## config.mk

```make
export PLATFORM = sky130hd
export DESIGN_NAME = glb_burst_reader
export DESIGN_NICKNAME = d
export VERILOG_FILES = /design/src/rtl/glb_pkg.sv /design/src/rtl/glb_reader_fifo.sv /design/src/rtl/glb_burst_reader.sv
export SDC_FILE = /design/constraint.sdc
export NUM_CORES = 1
export LEC_CHECK = 0
export CORE_MARGIN = 1
export CORE_UTILIZATION = 45
export DETAILED_ROUTE_END_ITERATION = 8
export PLACE_DENSITY = 0.78
export SLEW_MARGIN = 20
export SYNTH_ARGS = -nofsm -noshare
export SYNTH_HDL_FRONTEND = slang
export SYNTH_SLANG_ARGS = --single-unit
export TNS_END_PERCENT = 1
```

## constraint.sdc

```tcl
create_clock -name clk -period 2.15 [get_ports clk]
set_input_delay 0.5375 -clock clk [delete_from_list [all_inputs] [get_ports clk]]
set_output_delay 0.5375 -clock clk [all_outputs]
set_load 0.02 [all_outputs]
```

## src/rtl/glb_pkg.sv

```systemverilog
// Shared constants and FSM state type for the burst reader.
package glb_pkg;

   localparam int RD_LATENCY     = 2;
   localparam int DEF_INWIDTH    = 16;
   localparam int DEF_NUM_ELEM   = 295160;
   localparam int DEF_LEN_WIDTH  = 16;
   localparam int DEF_FIFO_DEPTH = 4;

   typedef enum logic [1:0] {
      IDLE  = 2'd0,
      ISSUE = 2'd1,
      DRAIN = 2'd2
   } state_t;

endpackage

```

## src/rtl/glb_reader_fifo.sv

```systemverilog
// Synchronous first-word-fall-through FIFO; head reads as zero when empty.
module glb_reader_fifo #(
   parameter  int WIDTH = 17,
   parameter  int DEPTH = 4,
   localparam int PW    = (DEPTH > 1) ? $clog2(DEPTH) : 1,
   localparam int CW    = $clog2(DEPTH + 1)
) (
   input  logic             clk,
   input  logic             reset,
   input  logic             push,
   input  logic [WIDTH-1:0] push_data,
   input  logic             pop,
   output logic [WIDTH-1:0] head,
   output logic [CW-1:0]    count
);

   logic [WIDTH-1:0] mem [DEPTH];
   logic [PW-1:0]    wr_ptr;
   logic [PW-1:0]    rd_ptr;
   logic             do_push;
   logic             do_pop;

   function automatic logic [PW-1:0] ptr_inc(input logic [PW-1:0] p);
      return (p == PW'(DEPTH - 1)) ? '0 : p + PW'(1);
   endfunction

   assign do_pop  = pop && (count != '0);
   assign do_push = push && ((count != CW'(DEPTH)) || do_pop);
   assign head    = (count != '0) ? mem[rd_ptr] : '0;

   // NOTE: sequential state uses non-blocking assignments so every register samples pre-edge values.
   always_ff @(posedge clk or negedge reset) begin
      if (!reset) begin
         wr_ptr <= '0;
         rd_ptr <= '0;
         count  <= '0;
      end else begin
         if (do_push) wr_ptr <= ptr_inc(wr_ptr);
         if (do_pop)  rd_ptr <= ptr_inc(rd_ptr);
         case ({do_push, do_pop})
            2'b10:   count <= count + CW'(1);
            2'b01:   count <= count - CW'(1);
            default: count <= count;
         endcase
      end
   end

   // NOTE: storage has no reset; the count gates visibility, so stale entries never reach the head.
   always_ff @(posedge clk) begin
      if (do_push) mem[wr_ptr] <= push_data;
   end

endmodule

```

## src/rtl/glb_burst_reader.sv

```systemverilog
// Streams a burst of words out of a latency-RD_LATENCY buffer with credit-limited issue.
// Optional GLB_READER_STATS_EN adds delivered-word and stall counters.
module glb_burst_reader
   import glb_pkg::*;
#(
   parameter  int INWIDTH    = DEF_INWIDTH,
   parameter  int NUM_ELEM   = DEF_NUM_ELEM,
   parameter  int LEN_WIDTH  = DEF_LEN_WIDTH,
   parameter  int FIFO_DEPTH = DEF_FIFO_DEPTH,
   localparam int ADDR_WIDTH = $clog2(NUM_ELEM)
) (
   input  logic                  clk,
   input  logic                  reset,
   input  logic                  cmd_valid,
   output logic                  cmd_ready,
   input  logic [ADDR_WIDTH-1:0] cmd_addr,
   input  logic [LEN_WIDTH-1:0]  cmd_len,
   output logic                  ram_en,
   output logic                  ram_we,
   output logic [ADDR_WIDTH-1:0] ram_addr,
   input  logic [INWIDTH-1:0]    ram_dout,
   output logic                  out_valid,
   input  logic                  out_ready,
   output logic [INWIDTH-1:0]    out_data,
   output logic                  out_last,
   output logic                  busy,
   output logic [31:0]           stat_words,
   output logic [31:0]           stat_stall
);

   localparam int CW    = $clog2(FIFO_DEPTH + 1);
   localparam int IW    = $clog2(RD_LATENCY + 1);
   localparam int OCC_W = $clog2(FIFO_DEPTH + RD_LATENCY + 1);

   state_t                state, next_state;
   logic                  rdy_q;
   logic [ADDR_WIDTH-1:0] addr_q;
   logic [LEN_WIDTH-1:0]  remain_q;
   logic [RD_LATENCY-1:0] vld_sr, last_sr;
   logic [IW-1:0]         inflight;
   logic [CW-1:0]         fifo_count;
   logic [INWIDTH:0]      fifo_head;
   logic                  accept, issue, last_issue, out_fire;

   assign accept     = (state == IDLE) && rdy_q && cmd_valid && (cmd_len != '0);
   assign out_fire   = out_valid && out_ready;
   assign last_issue = issue && (remain_q == LEN_WIDTH'(1));
   assign ram_we     = 1'b0;
   assign ram_addr   = addr_q;

   // NOTE: every variable assigned in always_comb gets a default first, so no latch is inferred.
   always_comb begin
      inflight = '0;
      for (int i = 0; i < RD_LATENCY; i++) inflight += IW'(vld_sr[i]);
   end

   // Credit check: reads in the pipe plus words held must leave room in the FIFO.
   assign issue = (state == ISSUE) &&
                  ((OCC_W'(inflight) + OCC_W'(fifo_count)) < OCC_W'(FIFO_DEPTH));

   always_ff @(posedge clk or negedge reset) begin
      if (!reset) state <= IDLE;
      else        state <= next_state;
   end

   always_comb begin
      next_state = state;
      unique case (state)
         IDLE:    if (accept)                 next_state = ISSUE;
         ISSUE:   if (last_issue)             next_state = DRAIN;
         DRAIN:   if (out_fire && out_last)   next_state = IDLE;
         default:                             next_state = IDLE;
      endcase
   end

   always_comb begin
      cmd_ready = 1'b0;
      busy      = 1'b0;
      ram_en    = 1'b0;
      unique case (state)
         IDLE:         cmd_ready = rdy_q;
         ISSUE, DRAIN: begin
            busy   = 1'b1;
            ram_en = 1'b1;
         end
         default: ;
      endcase
   end

   always_ff @(posedge clk or negedge reset) begin
      if (!reset) begin
         rdy_q    <= 1'b0;
         addr_q   <= '0;
         remain_q <= '0;
         vld_sr   <= '0;
         last_sr  <= '0;
      end else begin
         rdy_q   <= 1'b1;
         vld_sr  <= {vld_sr[RD_LATENCY-2:0], issue};
         last_sr <= {last_sr[RD_LATENCY-2:0], last_issue};
         if (accept) begin
            addr_q   <= cmd_addr;
            remain_q <= cmd_len;
         end else if (issue) begin
            addr_q   <= (addr_q == ADDR_WIDTH'(NUM_ELEM - 1)) ? '0 : addr_q + ADDR_WIDTH'(1);
            remain_q <= remain_q - LEN_WIDTH'(1);
         end
      end
   end

   glb_reader_fifo #(
      .WIDTH (INWIDTH + 1),
      .DEPTH (FIFO_DEPTH)
   ) u_fifo (
      .clk       (clk),
      .reset     (reset),
      .push      (vld_sr[RD_LATENCY-1]),
      .push_data ({last_sr[RD_LATENCY-1], ram_dout}),
      .pop       (out_fire),
      .head      (fifo_head),
      .count     (fifo_count)
   );

   assign out_valid = (fifo_count != '0);
   assign out_data  = fifo_head[INWIDTH-1:0];
   assign out_last  = fifo_head[INWIDTH];

`ifdef GLB_READER_STATS_EN
   logic [31:0] words_q, stall_q;

   always_ff @(posedge clk or negedge reset) begin
      if (!reset) begin
         words_q <= '0;
         stall_q <= '0;
      end else begin
         if (out_fire && (words_q != '1))                 words_q <= words_q + 32'd1;
         if (out_valid && !out_ready && (stall_q != '1))  stall_q <= stall_q + 32'd1;
      end
   end

   assign stat_words = words_q;
   assign stat_stall = stall_q;
`else
   assign stat_words = '0;
   assign stat_stall = '0;
`endif

endmodule

```

# After elaboration in Yosys (flattened, before gate mapping)
# Memories as Yosys holds them, arrays and structs flattened.
# Index checks and enable logic that the tools add are counted.
[classes] n_addsub=8 magnitude_cmp=1 n_eq_ne=12 n_reduce_logical=17 n_mux=17
[ops] operator="$mux 19" n=3
[ops] operator="$mux 16" n=2
[ops] operator="$add 19x1->19 const B" n=1
[ops] operator="$eq 19x19->1 const B" n=1
[ops] operator="$mux 17" n=1
[ops] operator="$eq 16x1->1 const B" n=1
[ops] operator="$reduce_bool 16->1" n=1
[ops] operator="$sub 16x1->16 const B" n=1
[ops] operator="$mux 2" n=5
[ops] operator="$logic_and 1x1->1" n=9
[ops] operator="$eq 2x2->1 const B" n=4
[ops] operator="$ne 2x2->1 const B" n=3
[ops] operator="$pmux 2 s3" n=1
[ops] operator="$pmux 3 s2" n=1
[ops] operator="$add 2x1->2 const B" n=2
[ops] operator="$eq 2x1->1 const B" n=2
[ops] operator="$mux 1" n=4
[ops] operator="$reduce_bool 2->1" n=2
[ops] operator="$add 2x3->3" n=1
[ops] operator="$add 3x1->3 const B" n=1
[ops] operator="$lt 3x3->1 const B" n=1
[ops] operator="$ne 3x3->1 const B" n=1
[ops] operator="$reduce_and 3->1" n=1
[ops] operator="$reduce_bool 3->1" n=1
[ops] operator="5 further kinds" n=5
[totals] ram_bits=68 ff_bits=49 memories=1 wordCells=65 input_bits=55
[mem_list] name="u_fifo.mem" words=4 width=17 read_ports=1 rd_clocked_by_memory_dff=0 wr=1 line="glb_reader_fifo.sv:17" rtl="logic [WIDTH-1:0] mem [DEPTH];"

# Logic depth before layout (Yosys ltp)
[logic_depth] ltp_word=7 depth_mapped=10

# By module
# Synthesis repeated with hierarchy kept, for this count alone.
[unflattened] cells_unflattened=534 hier_area_um2=6203.4
[by_module_without_submodules] module="glb_reader_fifo" seq_area_each_um2=2217.1 cells_each=159 instances=1 area_each_um2=3110.5
[by_module_without_submodules] module="glb_burst_reader" seq_area_each_um2=1051.0 cells_each=375 instances=1 area_each_um2=3093.0

# Least setup slack after synthesis
# Ideal clock, no wire load.
[synth_path] path_type="register to output" from="register u_fifo.rd_ptr[0]" to="output port out_data[10]" arrival_ps=1654 n_path_buf=2 stages_incl_launch_ff=5 path_slack_ps=-41 required_time_ps=1612 path_cell_list="dfrtp_1 > buf_2 > buf_2 > mux4_2 > and2_1"
[synth_between] elab_chain_len=2
[synth_lines] item="start: declaration" line="glb_reader_fifo.sv:19" rtl="logic [PW-1:0] rd_ptr;"
[synth_lines] item="start signal: assignment" line="glb_reader_fifo.sv:39" rtl="if (do_pop) rd_ptr <= ptr_inc(rd_ptr);"
[synth_lines] item="$mem_v2 4x17"
[synth_lines] item="$mux 17" line="glb_reader_fifo.sv:29" rtl="assign head = (count != '0) ? mem[rd_ptr] : '0;"
[synth_lines] item="end: declaration" line="glb_burst_reader.sv:24" rtl="output logic [INWIDTH-1:0] out_data,"
# Every way passes these cells.

# Worst setup path after layout
[layout_path] from="register u_fifo.rd_ptr[0]" to="output port out_data[14]"
# The elaborated chain is that of the path after synthesis.

==> results.json <==
{
  "grt_max_degree": 27,
  "r2r_start": "u_fifo.count[0]",
  "hold_path_class": "in -> async",
  "ys_warn_count": 0,
  "max_freq_mhz": 424.3,
  "end_kind": "output pin",
  "routabilityCongestion": 0.8746,
  "drt_wl_total_um": 14190,
  "fin_setup_tns_ns": -3.101,
  "r2r_setup_slack_ns": 0,
  "drive_gt1_share_pct": 23.97,
  "skew_ns": 0.007461,
  "crit_arrival_ns": 1.82,
  "final_cells": 856,
  "reg2reg_depth": 8,
  "power.density_nw_per_um2": 1419,
  "die_y_um": 118.8,
  "critPathKind": "reg -> out",
  "via_per_inst": 5.300,
  "violations": "setup timing",
  "core_region_area_sq_um": 13300,
  "cts_root_buf": "clkbuf_16",
  "clock_path_buffers": 2,
  "drv_slew": 0,
  "nNetsFinal": 738,
  "drv_cap": 0,
  "io_pins": 160,
  "cp_num_buf_inv": 2,
  "diodes": 0,
  "start_util_pct": 46.17,
  "crit_path_max_incr_delay_ns": 0.52,
  "required_ns": 1.61,
  "wl_per_cell_um": 16.58,
  "placed_cells": 824,
  "fin_ws_ns": -0.2071,
  "grt_pass1_vias": 4420,
  "ir_worst_vdd_mv": 0.7809,
  "port_buffers": 94,
  "postRouteAntennaNets": 0,
  "syn2layout_area_growth_pct": 32.29,
  "p_leak_uw": 0.003189,
  "yosysSeqAreaShare_pct": 53.24,
  "synthCells": 521,
  "track_usage_pct": 20.65,
  "synth_edf_count": 68,
  "grt_pass1_wl_um": 22270,
  "cts_hold_buf": 0,
  "cp_cell_sequence": "buf_12 > mux4_2 > and2_4 > buf_6",
  "rsz0062_at_grt": "true",
  "setup_viol_count_final": 17,
  "synth_cell_type_count": 56,
  "netlist_area_sq_um": 6138,
  "path_delay_family": "multiplexers",
  "cts_tree": "done",
  "die_x_um": 118.8,
  "worstSetupStartpointType": "flop",
  "rows": 42,
  "final.min_clock_period_ns": 2.357,
  "synthFlopType": "edfxtp_1",
  "worstReg2RegEnd": "ram_addr[18]",
  "status": "complete, but fails checks",
  "htreeDepth": 4,
  "cpMaxStageDelayCell": "mux4_2",
  "numCtsBuffers": 17,
  "synth_seq_cells": 117,
  "clock-sinks": 117,
  "grt_antenna_before_repair": 0,
  "fp.dieArea_sq_um": 14110,
  "drc": 0,
  "final_cell_mix": "70 x clkdlybuf4s50_1, 68 x edfxtp_1, 66 x conb_1, 48 x dfrtp_1, 45 x buf_4",
  "worst_skew_pair.late_latency_ns": 0.41,
  "hold_viol_final": 0,
  "firstDrtPassIters": 5,
  "period_share_pct": 109.6,
  "avgSynthCellArea_sq_um": 11.78,
  "final_common_cell": "clkdlybuf4s50_1",
  "vias": 4537,
  "grt_overflow_total": 0,
  "drt_iter0_markers": 392,
  "clkTransAtPathRegs_ns": 0.05,
  "async_flop_share_pct": 41.88,
  "crit_fanout": 7,
  "hpwlAfterDp_um": 9542
}
-- how the worst max path moves through the flow --
stage                           startpoint           end  slack (ns)  cells past startpoint
after floorplan           u_fifo.rd_ptr[0]  out_data[10]        0.04                      4
after global placement         cmd_len[11]   remain_q[8]       -0.51                      7
after detailed placement       cmd_len[11]  remain_q[10]       -0.64                      7
after CTS                 u_fifo.rd_ptr[0]   out_data[1]       -0.28                      5
after global routing      u_fifo.rd_ptr[0]  out_data[14]       -0.27                      4
final                     u_fifo.rd_ptr[0]  out_data[14]       -0.21                      4
-- cells by family (layout without fill, tap and decap cells) --
| family | count (synthesis) | after routing | share of synthesized area, % |
|---|---|---|---|
| fa+ha+maj | 15 | 15 | 3.180 |
| other cells | 2 | 66 | 0.1223 |
| flops | 117 | 117 | 53.24 |
| mux | 20 | 20 | 6.767 |
| xor+xnor | 18 | 18 | 2.568 |
| compound gates | 88 | 88 | 8.867 |
| simple gates | 156 | 156 | 14.06 |
| buf+inv | 105 | 200 | 11.19 |
-- layout make-up --
cell class              count  area, sq um
fillers                  1077         5175
inverters                  18        67.56
well taps                 176        220.2
repair buffers            151         1474
multi-input cells         363         2566
clock buffers              19        432.9
flip-flops and latches    117         3269
clock inverters            12        90.09
-- cells in the mapped netlist (2+ instances only) --
library cell,instances,area share (%)
edfxtp_1,68,33
buf_4,66,8.1
dfrtp_1,49,20
nand2_1,33,2.0
nor2_1,28,1.7
o21ai_0,26,2.1
and2_1,23,2.3
inv_1,18,1.1
mux4_2,17,6.2
a21oi_1,15,1.2
a31oi_1,14,1.4
ha_1,14,2.9
nand3_1,13,1.1
xnor2_1,13,1.9
nor3_1,12,0.98
nor4_1,11,1.1
clkbuf_1,9,0.55
a22oi_1,8,0.98
o21ai_1,7,0.57
buf_2,6,0.49
nand4_1,6,0.61
a211oi_1,5,0.61
buf_6,5,0.92
xor2_1,5,0.71
and3_1,4,0.41
nand4b_1,4,0.57
or3_1,4,0.41
nand2b_1,3,0.31
a21o_1,2,0.24
a32oi_1,2,0.29
and4_2,2,0.33
conb_1,2,0.12
mux2_2,2,0.37
nand3b_1,2,0.24
nor4_2,2,0.41
-- stage by stage --
stage	util (%)	hold WS (ns)	cell area, sq um	power (uW)	setup slack (ns)
floorplan	-	0.2419	6381	6485	0.04295
global placement	55.76	0.3356	7413	8348	-0.5131
detailed placement	55.76	0.3582	7413	8534	-0.6447
CTS	60.34	0.06899	8023	11300	-0.2773
global route	61.08	0.07826	8120	12130	-0.2706
finish	61.08	0.07226	8120	11530	-0.2071
-- routing by layer --
metal / track usage, % / routed length [um] / up-vias / part of all wire, %
met5: 0 / 0 / - / 0
met4: 5.063 / 201 / 0 / 1.4
met3: 5.743 / 1028 / 24 / 7.2
met2: 35.53 / 7302 / 234 / 51
met1: 25.63 / 5658 / 2207 / 40
li1: - / - / 2072 / -
-- sequential cells by signal, indices dropped and copies added (netlist names) --
register / count
u_fifo.mem: 68
u_fifo.count: 3
state: 2
u_fifo.wr_ptr: 2
last_sr: 2
ram_addr: 19
vld_sr: 2
rdy_q: 1
u_fifo.rd_ptr: 2
remain_q: 16
-- power by group --
group	switching (uW)	internal (uW)
Combinational	2790	2680
Clock	940	1550
Sequential	536	3030
-- what timing repair did --
action                     4_1_cts  5_1_grt
gates cloned                     1        0
pin swaps                        8       11
setup endpoints to repair       50       46
resized for setup              116       35
setup buffers                    1        0
Power figures use the tool's default switching activity.
